File: config.mk
export PLATFORM = sky130hd
export DESIGN_NAME = dct_transpose_4x4
export DESIGN_NICKNAME = d
export VERILOG_FILES = /design/src/rtl/dct_transpose_4x4.sv
export SDC_FILE = /design/constraint.sdc
export NUM_CORES = 1
export LEC_CHECK = 0
export BUFFER_PORTS_ARGS = -buffer_cell sky130_fd_sc_hd__buf_4
export CORE_ASPECT_RATIO = 1.2
export CORE_MARGIN = 1.5
export CORE_UTILIZATION = 61
export DETAILED_ROUTE_END_ITERATION = 12
export PLACE_DENSITY = 0.85
export SYNTH_ARGS = -nofsm -noshare
export SYNTH_HDL_FRONTEND = slang
export SYNTH_SLANG_ARGS = --single-unit
File: constraint.sdc
create_clock -name clk -period 5 [get_ports clk]
set_input_delay 0.5 -clock clk [delete_from_list [all_inputs] [get_ports clk]]
set_output_delay 0.5 -clock clk [all_outputs]
set_load 0.1 [all_outputs]
File: src/rtl/dct_transpose_4x4.sv
// Ping-pong transpose buffer between the column and row passes of the HEVC 4x4 forward DCT.
// Define DCT_TRANSPOSE_SAT_EN to saturate scaled coefficients instead of wrapping them.
module dct_transpose_4x4 #(
  parameter int WIDTH_IN  = 22,
  parameter int WIDTH_OUT = 16,
  parameter int SHIFT     = 1
) (
  input  logic                 clk,
  input  logic                 rst,
  input  logic                 in_valid,
  output logic                 in_ready,
  input  logic [WIDTH_IN-1:0]  d0,
  input  logic [WIDTH_IN-1:0]  d1,
  input  logic [WIDTH_IN-1:0]  d2,
  input  logic [WIDTH_IN-1:0]  d3,
  output logic                 out_valid,
  input  logic                 out_ready,
  output logic [WIDTH_OUT-1:0] q0,
  output logic [WIDTH_OUT-1:0] q1,
  output logic [WIDTH_OUT-1:0] q2,
  output logic [WIDTH_OUT-1:0] q3,
  output logic                 out_last
);

  typedef enum logic {IDLE = 1'b0, STREAM = 1'b1} state_t;

  localparam int RND_POS = (SHIFT > 0) ? SHIFT - 1 : 0;
  localparam logic signed [WIDTH_IN:0] RND = (SHIFT > 0) ? ((WIDTH_IN+1)'(1) << RND_POS) : '0;
`ifdef DCT_TRANSPOSE_SAT_EN
  localparam logic signed [WIDTH_IN:0] SAT_MAX = {{(WIDTH_IN-WIDTH_OUT+2){1'b0}}, {(WIDTH_OUT-1){1'b1}}};
  localparam logic signed [WIDTH_IN:0] SAT_MIN = {{(WIDTH_IN-WIDTH_OUT+2){1'b1}}, {(WIDTH_OUT-1){1'b0}}};
`endif

  logic [WIDTH_IN-1:0]  din    [4];
  logic [WIDTH_OUT-1:0] s_row  [4];
  logic [WIDTH_OUT-1:0] mem    [2][4][4];

  logic       wr_bank_reg;
  logic [1:0] wr_row_reg;
  logic [1:0] full_reg, full_next;
  logic       accept;

  state_t     state_reg, state_next;
  logic       rd_bank_reg, rd_bank_next;
  logic [1:0] col_reg, col_next;
  logic       out_valid_reg, out_valid_next;
  logic       out_last_reg, out_last_next;
  logic [WIDTH_OUT-1:0] q_reg    [4];
  logic [WIDTH_OUT-1:0] col_data [4];
  logic       load, clr_full, ld_bank;
  logic [1:0] ld_col;

  assign din[0] = d0;
  assign din[1] = d1;
  assign din[2] = d2;
  assign din[3] = d3;

  // Round-half-up then arithmetic shift, one extra bit so the rounding add cannot overflow.
  generate
    for (genvar gi = 0; gi < 4; gi++) begin : g_scale
      logic signed [WIDTH_IN:0] ext;
      assign ext = signed'({din[gi][WIDTH_IN-1], din[gi]});
`ifdef DCT_TRANSPOSE_SAT_EN
      logic signed [WIDTH_IN:0] rounded;
      assign rounded   = (ext + RND) >>> SHIFT;
      assign s_row[gi] = (rounded > SAT_MAX) ? SAT_MAX[WIDTH_OUT-1:0] :
                         (rounded < SAT_MIN) ? SAT_MIN[WIDTH_OUT-1:0] :
                                               rounded[WIDTH_OUT-1:0];
`else
      assign s_row[gi] = WIDTH_OUT'((ext + RND) >>> SHIFT);
`endif
      assign col_data[gi] = mem[ld_bank][gi][ld_col];
    end
  endgenerate

  assign in_ready = !rst && !full_reg[wr_bank_reg];
  assign accept   = in_valid && in_ready;

  always_ff @(posedge clk) begin
    if (accept) begin
      for (int j = 0; j < 4; j++) begin
        mem[wr_bank_reg][wr_row_reg][j] <= s_row[j];
      end
    end
  end

  always_ff @(posedge clk) begin
    if (rst) begin
      wr_bank_reg <= 1'b0;
      wr_row_reg  <= 2'd0;
      full_reg    <= 2'b00;
    end else begin
      full_reg <= full_next;
      if (accept) begin
        wr_row_reg <= wr_row_reg + 2'd1;
        if (wr_row_reg == 2'd3) wr_bank_reg <= ~wr_bank_reg;
      end
    end
  end

  // Write and read always target different banks, so set and clear never collide.
  always_comb begin
    full_next = full_reg;
    if (accept && wr_row_reg == 2'd3) full_next[wr_bank_reg] = 1'b1;
    if (clr_full) full_next[rd_bank_reg] = 1'b0;
  end

  always_comb begin
    state_next     = state_reg;
    rd_bank_next   = rd_bank_reg;
    col_next       = col_reg;
    out_valid_next = out_valid_reg;
    out_last_next  = out_last_reg;
    load           = 1'b0;
    clr_full       = 1'b0;
    ld_bank        = rd_bank_reg;
    ld_col         = 2'd0;
    case (state_reg)
      IDLE: begin
        if (full_reg[rd_bank_reg]) begin
          state_next     = STREAM;
          col_next       = 2'd0;
          load           = 1'b1;
          out_valid_next = 1'b1;
          out_last_next  = 1'b0;
        end
      end
      STREAM: begin
        if (out_ready) begin
          if (col_reg != 2'd3) begin
            col_next      = col_reg + 2'd1;
            ld_col        = col_reg + 2'd1;
            load          = 1'b1;
            out_last_next = (col_reg == 2'd2);
          end else begin
            clr_full     = 1'b1;
            rd_bank_next = ~rd_bank_reg;
            col_next     = 2'd0;
            if (full_reg[~rd_bank_reg]) begin
              ld_bank       = ~rd_bank_reg;
              load          = 1'b1;
              out_last_next = 1'b0;
            end else begin
              state_next     = IDLE;
              out_valid_next = 1'b0;
              out_last_next  = 1'b0;
            end
          end
        end
      end
      default: state_next = IDLE;
    endcase
  end

  always_ff @(posedge clk) begin
    if (rst) begin
      state_reg     <= IDLE;
      rd_bank_reg   <= 1'b0;
      col_reg       <= 2'd0;
      out_valid_reg <= 1'b0;
      out_last_reg  <= 1'b0;
      for (int j = 0; j < 4; j++) q_reg[j] <= '0;
    end else begin
      state_reg     <= state_next;
      rd_bank_reg   <= rd_bank_next;
      col_reg       <= col_next;
      out_valid_reg <= out_valid_next;
      out_last_reg  <= out_last_next;
      if (load) begin
        for (int j = 0; j < 4; j++) q_reg[j] <= col_data[j];
      end
    end
  end

  assign out_valid = out_valid_reg;
  assign out_last  = out_last_reg;
  assign q0 = q_reg[0];
  assign q1 = q_reg[1];
  assign q2 = q_reg[2];
  assign q3 = q_reg[3];

endmodule

==> run_results.csv, run 1 <==
group,metric,value,unit
hold_path,worst_hold_path_type,"in2reg",
synth,largest_family_of_logic_cells_by_synthesized_area,"multiplexers",
synth,synth_top_area_share,0.696,
synth,compound_cell_area_share_of_the_yosys_netlist,0.0788,
timing,post-route-min-period,3.52,ns
synth,synth.distinct_cells,44,
worst_setup_path,worstRegToRegCells,7,
global_route,antenna_found_initial,1,
synth,yosysWarningCount,0,
clocking,clock_pin_slew_reported_for_the_worst_setup_and_hold_paths_after_clock_tree_synthesis,0.06,ns
clocking,post-cts-setup-buffer-count,0,
finish,final_cell_utilization_of_the_core,0.700,
timing,final-hold-violation-count,0,
power,power_switching,2.28,mW
timing,post-route-period-util,0.703,
worst_setup_path,critical_path.startpoint_type,"flip-flop",
power,netSwitchingFraction,0.228,
worst_setup_path,rr_endpoint,"q_reg[0][5]",
placement,numPlacedInstances,2186,
worst_setup_path,critical-path-max-stage-delay,0.67,ns
finish,flow.area_growth_from_synthesis,12.6,%
worst_setup_path,r2r_slack,1.48,ns
synth,synthTopCellsByArea,"sky130_fd_sc_hd__edfxtp_1 (70%), sky130_fd_sc_hd__mux4_2 (5.8%), sky130_fd_sc_hd__mux2i_1 (4.6%)",
clocking,holdBufCountCts,0,
placement,buffer_ports.inserted,138,
worst_setup_path,crit_path_start,"col_reg[0]",
route,viasPerCell,6.62,
route,drc,0,
synth,post_synth_xor_area_fraction,0.0222,
route,count_of_vias_placed_by_the_detailed_router,15120,
synth,synth_seq_area_share,0.705,
clocking,cts-buffers-inserted,53,
clocking,cts.path.max_buffers,3,
global_route,overflow,0,
finish,nNetsFinal,1810,
synth,synth_area_per_cell,15.9,sq um
synth,synth-main-ff-cell,"sky130_fd_sc_hd__edfxtp_1",
worst_setup_path,cp.arrival,3.74,ns
placement,placement.cell_area,26400,sq um
synth,yosys-mux-area-fraction,0.104,
global_route,track_usage,0.307,
clocking,cts-resized-gates,0,
route,drt_pass1_iterations,5,
clocking,cts-root-buf,"sky130_fd_sc_hd__clkbuf_16",
global_route,grt_pass1_wl,93500,microns
timing,rsz0062_at_grt,"false",
worst_setup_path,r2r-start,"col_reg[0]",
timing,slew-limit-headroom,0.140,
power,leakage,9.62,nW
timing,setup_viol,0,
run,maxCapViolCount,0,
finish,final-instance-count-excl-fill,2284,
synth,synthSimpleGateAreaFrac,0.0573,
power,power.sequential.fraction,0.554,
floorplanning,starting_density,0.622,
timing,final_max_slew_viol_count,0,
finish,num_antenna_cells,0,
hold_path,hold_depth,2,
route,routed_wire_length_per_instance,27.8,microns
power,vdd.ir_drop.worst,0.000279,V
worst_setup_path,crit_family,"compound AO/OA/AOI/OAI gates",
worst_setup_path,critical_path_buf_inv_count,1,
synth,mappedNetlistArea,24800,sq um
clocking,clk_latency,0.60,ns
floorplanning,die_area,41900,sq um
worst_setup_path,worstSetupEndpoint,"q_reg[0][5]",
global_route,grt_start_max_net_pins,65,
finish,layout-drive-gt1-share,0.196,
route,ant_nets,0,
finish,post-route-cell-area,28000,sq um
finish,largest_register_ffs,512,
clocking,h-tree-depth,2,
floorplanning,core,39900,sq um
synth,yosys_register_bits,587,
timing,clock-skew-final,0.0232,ns
worst_setup_path,crit_slowest_cell,"sky130_fd_sc_hd__a31o_4",
floorplanning,die_height,224,microns
power,cell_internal_power,7.71,mW
power,p_per_area,357,nW/um^2
run_status,status,"finished clean",
synth,yosys.area.top_type,"sky130_fd_sc_hd__edfxtp_1",
worst_setup_path,worst-endpoint-required,5.22,ns
floorplanning,core.rowCount,80,
clocking,cts_tree,"done",
worst_setup_path,worst_setup_path_end_kind,"flip-flop",
worst_setup_path,timing.critical_path.fanout_max,34,
synth,post_synthesis_cells,1567,
synth,synth_edf_count,576,
worst_setup_path,critPathKind,"reg2reg",
route,wl,63600,microns
power,clkPwrFrac,0.378,
timing,fmaxAchievable,284,MHz
synth,postSynthNetCount,1669,
route,detail_route.iter0.violations,1744,
floorplanning,die_x,187,microns
timing,worst_pin_slew,1.28,ns
worst_setup_path,cell_by_cell_listing_of_the_critical_path,"ha_1 > and3_1 > a31o_4 > buf_4 > mux4_2 > o2bb2ai_1 > a311oi_1",
timing,fin_hold_ws,0.197,ns
worst_setup_path,critical_path_stages,7,
power,p_comb_frac,0.068,
floorplanning,io_count,159,
placement,routabilityCongestion,0.886,
synth,synth-async-reset-ratio,0,
global_route,grt_pass1_vias,15292,
synth,post_synth_fa_ha_maj_area_fraction,0.00504,
clocking,tritoncts_num_sinks,587,
timing,final.setup.tns,0,ns
placement,hpwl,39300,microns
==> layout by cell type, fill, tap and decap left out, types with 9 or more instances in the layout <==
cell type	instances
sky130_fd_sc_hd__nor2_1	49
sky130_fd_sc_hd__ha_1	10
sky130_fd_sc_hd__buf_4	183
sky130_fd_sc_hd__nand4_1	10
sky130_fd_sc_hd__clkbuf_1	22
sky130_fd_sc_hd__dfxtp_1	11
sky130_fd_sc_hd__xnor2_1	32
sky130_fd_sc_hd__mux2i_1	114
sky130_fd_sc_hd__clkinv_1	9
sky130_fd_sc_hd__a21oi_1	137
sky130_fd_sc_hd__inv_1	22
sky130_fd_sc_hd__clkbuf_16	55
sky130_fd_sc_hd__xor2_1	28
sky130_fd_sc_hd__edfxtp_1	576
sky130_fd_sc_hd__o2bb2ai_1	63
sky130_fd_sc_hd__nand3_1	27
sky130_fd_sc_hd__mux4_2	64
sky130_fd_sc_hd__a311oi_1	64
sky130_fd_sc_hd__and2_1	16
sky130_fd_sc_hd__nand2_1	181
==> cell usage after synthesis, types with 2 or more instances <==
cell type	number
sky130_fd_sc_hd__edfxtp_1	576
sky130_fd_sc_hd__nand2_1	182
sky130_fd_sc_hd__a21oi_1	137
sky130_fd_sc_hd__mux2i_1	114
sky130_fd_sc_hd__a311oi_1	64
sky130_fd_sc_hd__mux4_2	64
sky130_fd_sc_hd__o2bb2ai_1	63
sky130_fd_sc_hd__nor2_1	54
sky130_fd_sc_hd__clkbuf_1	37
sky130_fd_sc_hd__xnor2_1	34
sky130_fd_sc_hd__xor2_1	29
sky130_fd_sc_hd__buf_2	28
sky130_fd_sc_hd__nand3_1	27
sky130_fd_sc_hd__inv_1	22
sky130_fd_sc_hd__and2_1	21
sky130_fd_sc_hd__buf_1	17
sky130_fd_sc_hd__and3_1	12
sky130_fd_sc_hd__dfxtp_1	11
sky130_fd_sc_hd__ha_1	10
sky130_fd_sc_hd__nand4_1	10
sky130_fd_sc_hd__nor4_1	8
sky130_fd_sc_hd__nor3_1	7
sky130_fd_sc_hd__buf_12	6
sky130_fd_sc_hd__buf_8	6
sky130_fd_sc_hd__a211oi_1	2
sky130_fd_sc_hd__and4_1	2
sky130_fd_sc_hd__buf_4	2
sky130_fd_sc_hd__buf_6	2
sky130_fd_sc_hd__nand2b_1	2
sky130_fd_sc_hd__o21ai_0	2
sky130_fd_sc_hd__o221a_2	2
sky130_fd_sc_hd__or2_2	2
==> how the worst min path moves through the flow <==
stage | slack (ns) | endpoint | from
floorplan | 0.46 | col_reg[1] | col_reg[1]
global placement | 0.47 | col_reg[1] | col_reg[1]
detailed placement | 0.50 | out_last | out_last
CTS | 0.17 | wr_row_reg[1] | rst
global route | 0.19 | state_reg | rst
finish | 0.20 | wr_bank_reg | rst
==> metal layers <==
layer	track usage	vias up	routed length, microns
met1	0.384	7497	21700
met5	0	-	0
li1	-	6425	-
met2	0.490	977	30000
met3	0.0620	221	7030
met4	0.208	0	4890
==> per-stage QoR <==
| stage | power, mW | worst slack (ns) |
|---|---|---|
| floorplan | 6.02 | 0.397 |
| global placement | 6.27 | 1.61 |
| detailed placement | 6.30 | 1.58 |
| CTS | 9.98 | 1.51 |
| global route | 10.2 | 1.36 |
| finish | 9.99 | 1.48 |
==> cells by family (layout without fill, tap and decap cells) <==
family,Yosys count,after routing
flip-flops,587,587
AND/OR/NAND/NOR,328,328
XOR/XNOR,63,63
multiplexers,179,179
AO/OA/AOI/OAI,280,280
buffers and inverters,120,304
adder cells (fa/ha/maj),10,10
==> power by group through the flow <==
| stage | clock network [mW] | logic (mW) | registers, mW |
|---|---|---|---|
| floorplan | 0 | 0.246 | 5.78 |
| detailed placement | 0 | 0.662 | 5.64 |
| CTS | 3.78 | 0.670 | 5.53 |
| finish | 3.78 | 0.679 | 5.53 |
| global placement | 0 | 0.633 | 5.63 |
| global route | 3.96 | 0.708 | 5.53 |
==> worst register-to-register path, cell delays in order, from the launching register on <==
cell and delay (ns):
sky130_fd_sc_hd__dfxtp_1 0.44, sky130_fd_sc_hd__ha_1 0.28, sky130_fd_sc_hd__and3_1 0.39, sky130_fd_sc_hd__a31o_4 0.67, sky130_fd_sc_hd__buf_4 0.46, sky130_fd_sc_hd__mux4_2 0.58, sky130_fd_sc_hd__o2bb2ai_1 0.20, sky130_fd_sc_hd__a311oi_1 0.13
==> layout make-up <==
class                      count  area, sq um
timing repair buffer         184         1390
inverter                      22         82.6
sequential                   587        17500
clock buffer                  78         1470
tap                          533          667
clock inverter                20         97.6
multi-input combinational    860         6740
fill                        2471        12000
(Power assumes the default switching activity.)
==> run 2: changes to the inputs <==
- CORE_UTILIZATION: 61 -> 55
- PLACE_DENSITY: 0.85 -> 0.81
- clock period: 5 -> 3.2 ns (I/O delays scaled with it)
==> run 2 against run 1 <==
Count of clock-buffer cells in the layout shrank 11; cell count up 5.3%; wire length decreased by 0.94%; die area rose by 11%; clock skew shrank 0.012 ns; sequential share of layout area fell by 1.4 points; worst setup slack lost 1.2 ns; highest routed layer unchanged.
==> run_results.csv, run 2 (synthesized netlist as in run 1, its figures left out) <==
group,metric,value,unit
run_status,status,"finished clean",
timing,final.setup.tns,0,ns
worst_setup_path,worstSetupEndpoint,"q_reg[3][14]",
worst_setup_path,worst_setup_path_end_kind,"flip-flop",
route,viasPerCell,6.27,
timing,post-route-min-period,2.96,ns
timing,fin_hold_ws,0.0821,ns
placement,buffer_ports.inserted,138,
hold_path,worst_hold_path_type,"in2reg",
placement,hpwl,40300,microns
timing,final_max_slew_viol_count,0,
finish,largest_register_ffs,512,
finish,layout-drive-gt1-share,0.214,
worst_setup_path,crit_path_start,"col_reg[0]",
power,leakage,9.93,nW
finish,layout.cells.most_common,"sky130_fd_sc_hd__edfxtp_1",
finish,flow.area_growth_from_synthesis,15.2,%
finish,filler_cells_inserted,3049,
timing,final-hold-violation-count,0,
clocking,clock_pin_slew_reported_for_the_worst_setup_and_hold_paths_after_clock_tree_synthesis,0.06,ns
finish,mostFrequentLayoutCells,"sky130_fd_sc_hd__edfxtp_1 (576), sky130_fd_sc_hd__buf_4 (206), sky130_fd_sc_hd__nand2_1 (181)",
timing,slew-limit-headroom,0.296,
timing,fmaxAchievable,337,MHz
clocking,cts-buffers-inserted,53,
global_route,track_usage,0.276,
global_route,overflow,0,
floorplanning,io_count,159,
timing,post-route-period-util,0.926,
worst_setup_path,r2r_slack,0.24,ns
clocking,tritoncts_num_sinks,587,
floorplanning,core,44800,sq um
route,drc,0,
worst_setup_path,critical-path-max-stage-delay,0.44,ns
worst_setup_path,worstRegToRegCells,9,
worst_setup_path,cp.arrival,3.41,ns
clocking,h-tree-depth,2,
global_route,grt_pass1_wl,92700,microns
route,routed_wire_length_per_instance,26.2,microns
timing,setup_viol,0,
clocking,post-cts-setup-buffer-count,0,
power,p_per_area,540,nW/um^2
placement,routabilityCongestion,0.865,
route,drt_pass1_iterations,5,
floorplanning,die_height,236,microns
global_route,grt_start_max_net_pins,66,
floorplanning,starting_density,0.555,
worst_setup_path,crit_slowest_cell,"sky130_fd_sc_hd__dfxtp_1",
timing,clock-skew-final,0.0110,ns
clocking,cts_tree,"done",
floorplanning,die_area,46500,sq um
global_route,antenna_found_initial,0,
power,vdd.ir_drop.worst,0.000376,V
clocking,clk_latency,0.58,ns
worst_setup_path,critPathKind,"reg2reg",
floorplanning,die_x,197,microns
timing,worst_pin_slew,1.05,ns
worst_setup_path,critical_path.startpoint_type,"flip-flop",
global_route,grt_pass1_vias,15070,
timing,rsz0062_at_grt,"false",
worst_setup_path,cell_by_cell_listing_of_the_critical_path,"ha_1 > and3_1 > a31o_4 > buf_12 > buf_12 > nand2_1 > and3_1 > a2111oi_1 > buf_4",
route,ant_nets,0,
worst_setup_path,r2r-start,"col_reg[0]",
route,wl,63000,microns
run,maxCapViolCount,0,
finish,nNetsFinal,1856,
clocking,cts-resized-gates,0,
clocking,holdBufCountCts,1,
clocking,cts-root-buf,"sky130_fd_sc_hd__clkbuf_16",
clocking,cts.path.max_buffers,3,
floorplanning,core.rowCount,85,
worst_setup_path,timing.critical_path.fanout_max,17,
worst_setup_path,rr_endpoint,"q_reg[3][14]",
finish,num_antenna_cells,0,
route,detail_route.iter0.violations,1682,
worst_setup_path,worst-endpoint-required,3.65,ns
route,count_of_vias_placed_by_the_detailed_router,15068,
==> run 2: report_power, final <==
part / switching, mW / internal, mW
Combinational: 0.809 / 0.286
Sequential: 0.0427 / 8.61
Clock: 2.61 / 3.11
==> run 2: worst max-delay path: cells and delay by family, from the launching register on <==
family | cells | cell delay [ns]
AO/OA/AOI/OAI | 2 | 0.78
AND/OR/NAND/NOR | 3 | 0.66
buffers and inverters | 3 | 0.63
flip-flops | 1 | 0.44
adder cells (fa/ha/maj) | 1 | 0.29
==> run 2: metal layers <==
metal  routed length, microns  part of all wire  GRT usage
met5                        0                 0          0
met4                     4170             0.066      0.162
met3                     6910              0.11     0.0575
met2                    30200              0.48      0.443
met1                    21700              0.34      0.350
==> run 2: per-stage QoR <==
stage          power [mW]  std cells  setup WS, ns   util  area, sq um
3_3_place_gp         9.84       2307         0.342  0.605        27100
3_5_place_dp         9.89       2307         0.244  0.605        27100
4_1_cts              15.5       2404         0.229  0.639        28600
6_report             15.5       2404         0.236  0.639        28600
2_1_floorplan        9.41       1567        0.0113      -        24900
5_1_grt              15.8       2404        0.0964  0.639        28600
==> run 2: worst min path at each step <==
stage	from	endpoint	slack, ns	cells after the start
after detailed placement	out_last	out_last	0.49	2
after global placement	col_reg[1]	col_reg[1]	0.47	2
after floorplan	col_reg[1]	col_reg[1]	0.46	2
final	out_ready	out_last	0.08	3
after CTS	out_ready	out_last	0.06	3
after global routing	out_ready	out_last	0.08	3
==> run 2: area by class of cell <==
| class | instances | area [sq um] | area share |
|---|---|---|---|
| Sequential cell | 587 | 17500 | 0.612 |
| Multi-Input combinational cell | 860 | 6720 | 0.235 |
| Timing Repair Buffer | 230 | 2020 | 0.0705 |
| Clock buffer | 67 | 1380 | 0.0482 |
| Tap cell | 609 | 762 | 0.0266 |
| Clock inverter | 29 | 149 | 0.00520 |
| Inverter | 22 | 82.6 | 0.00288 |
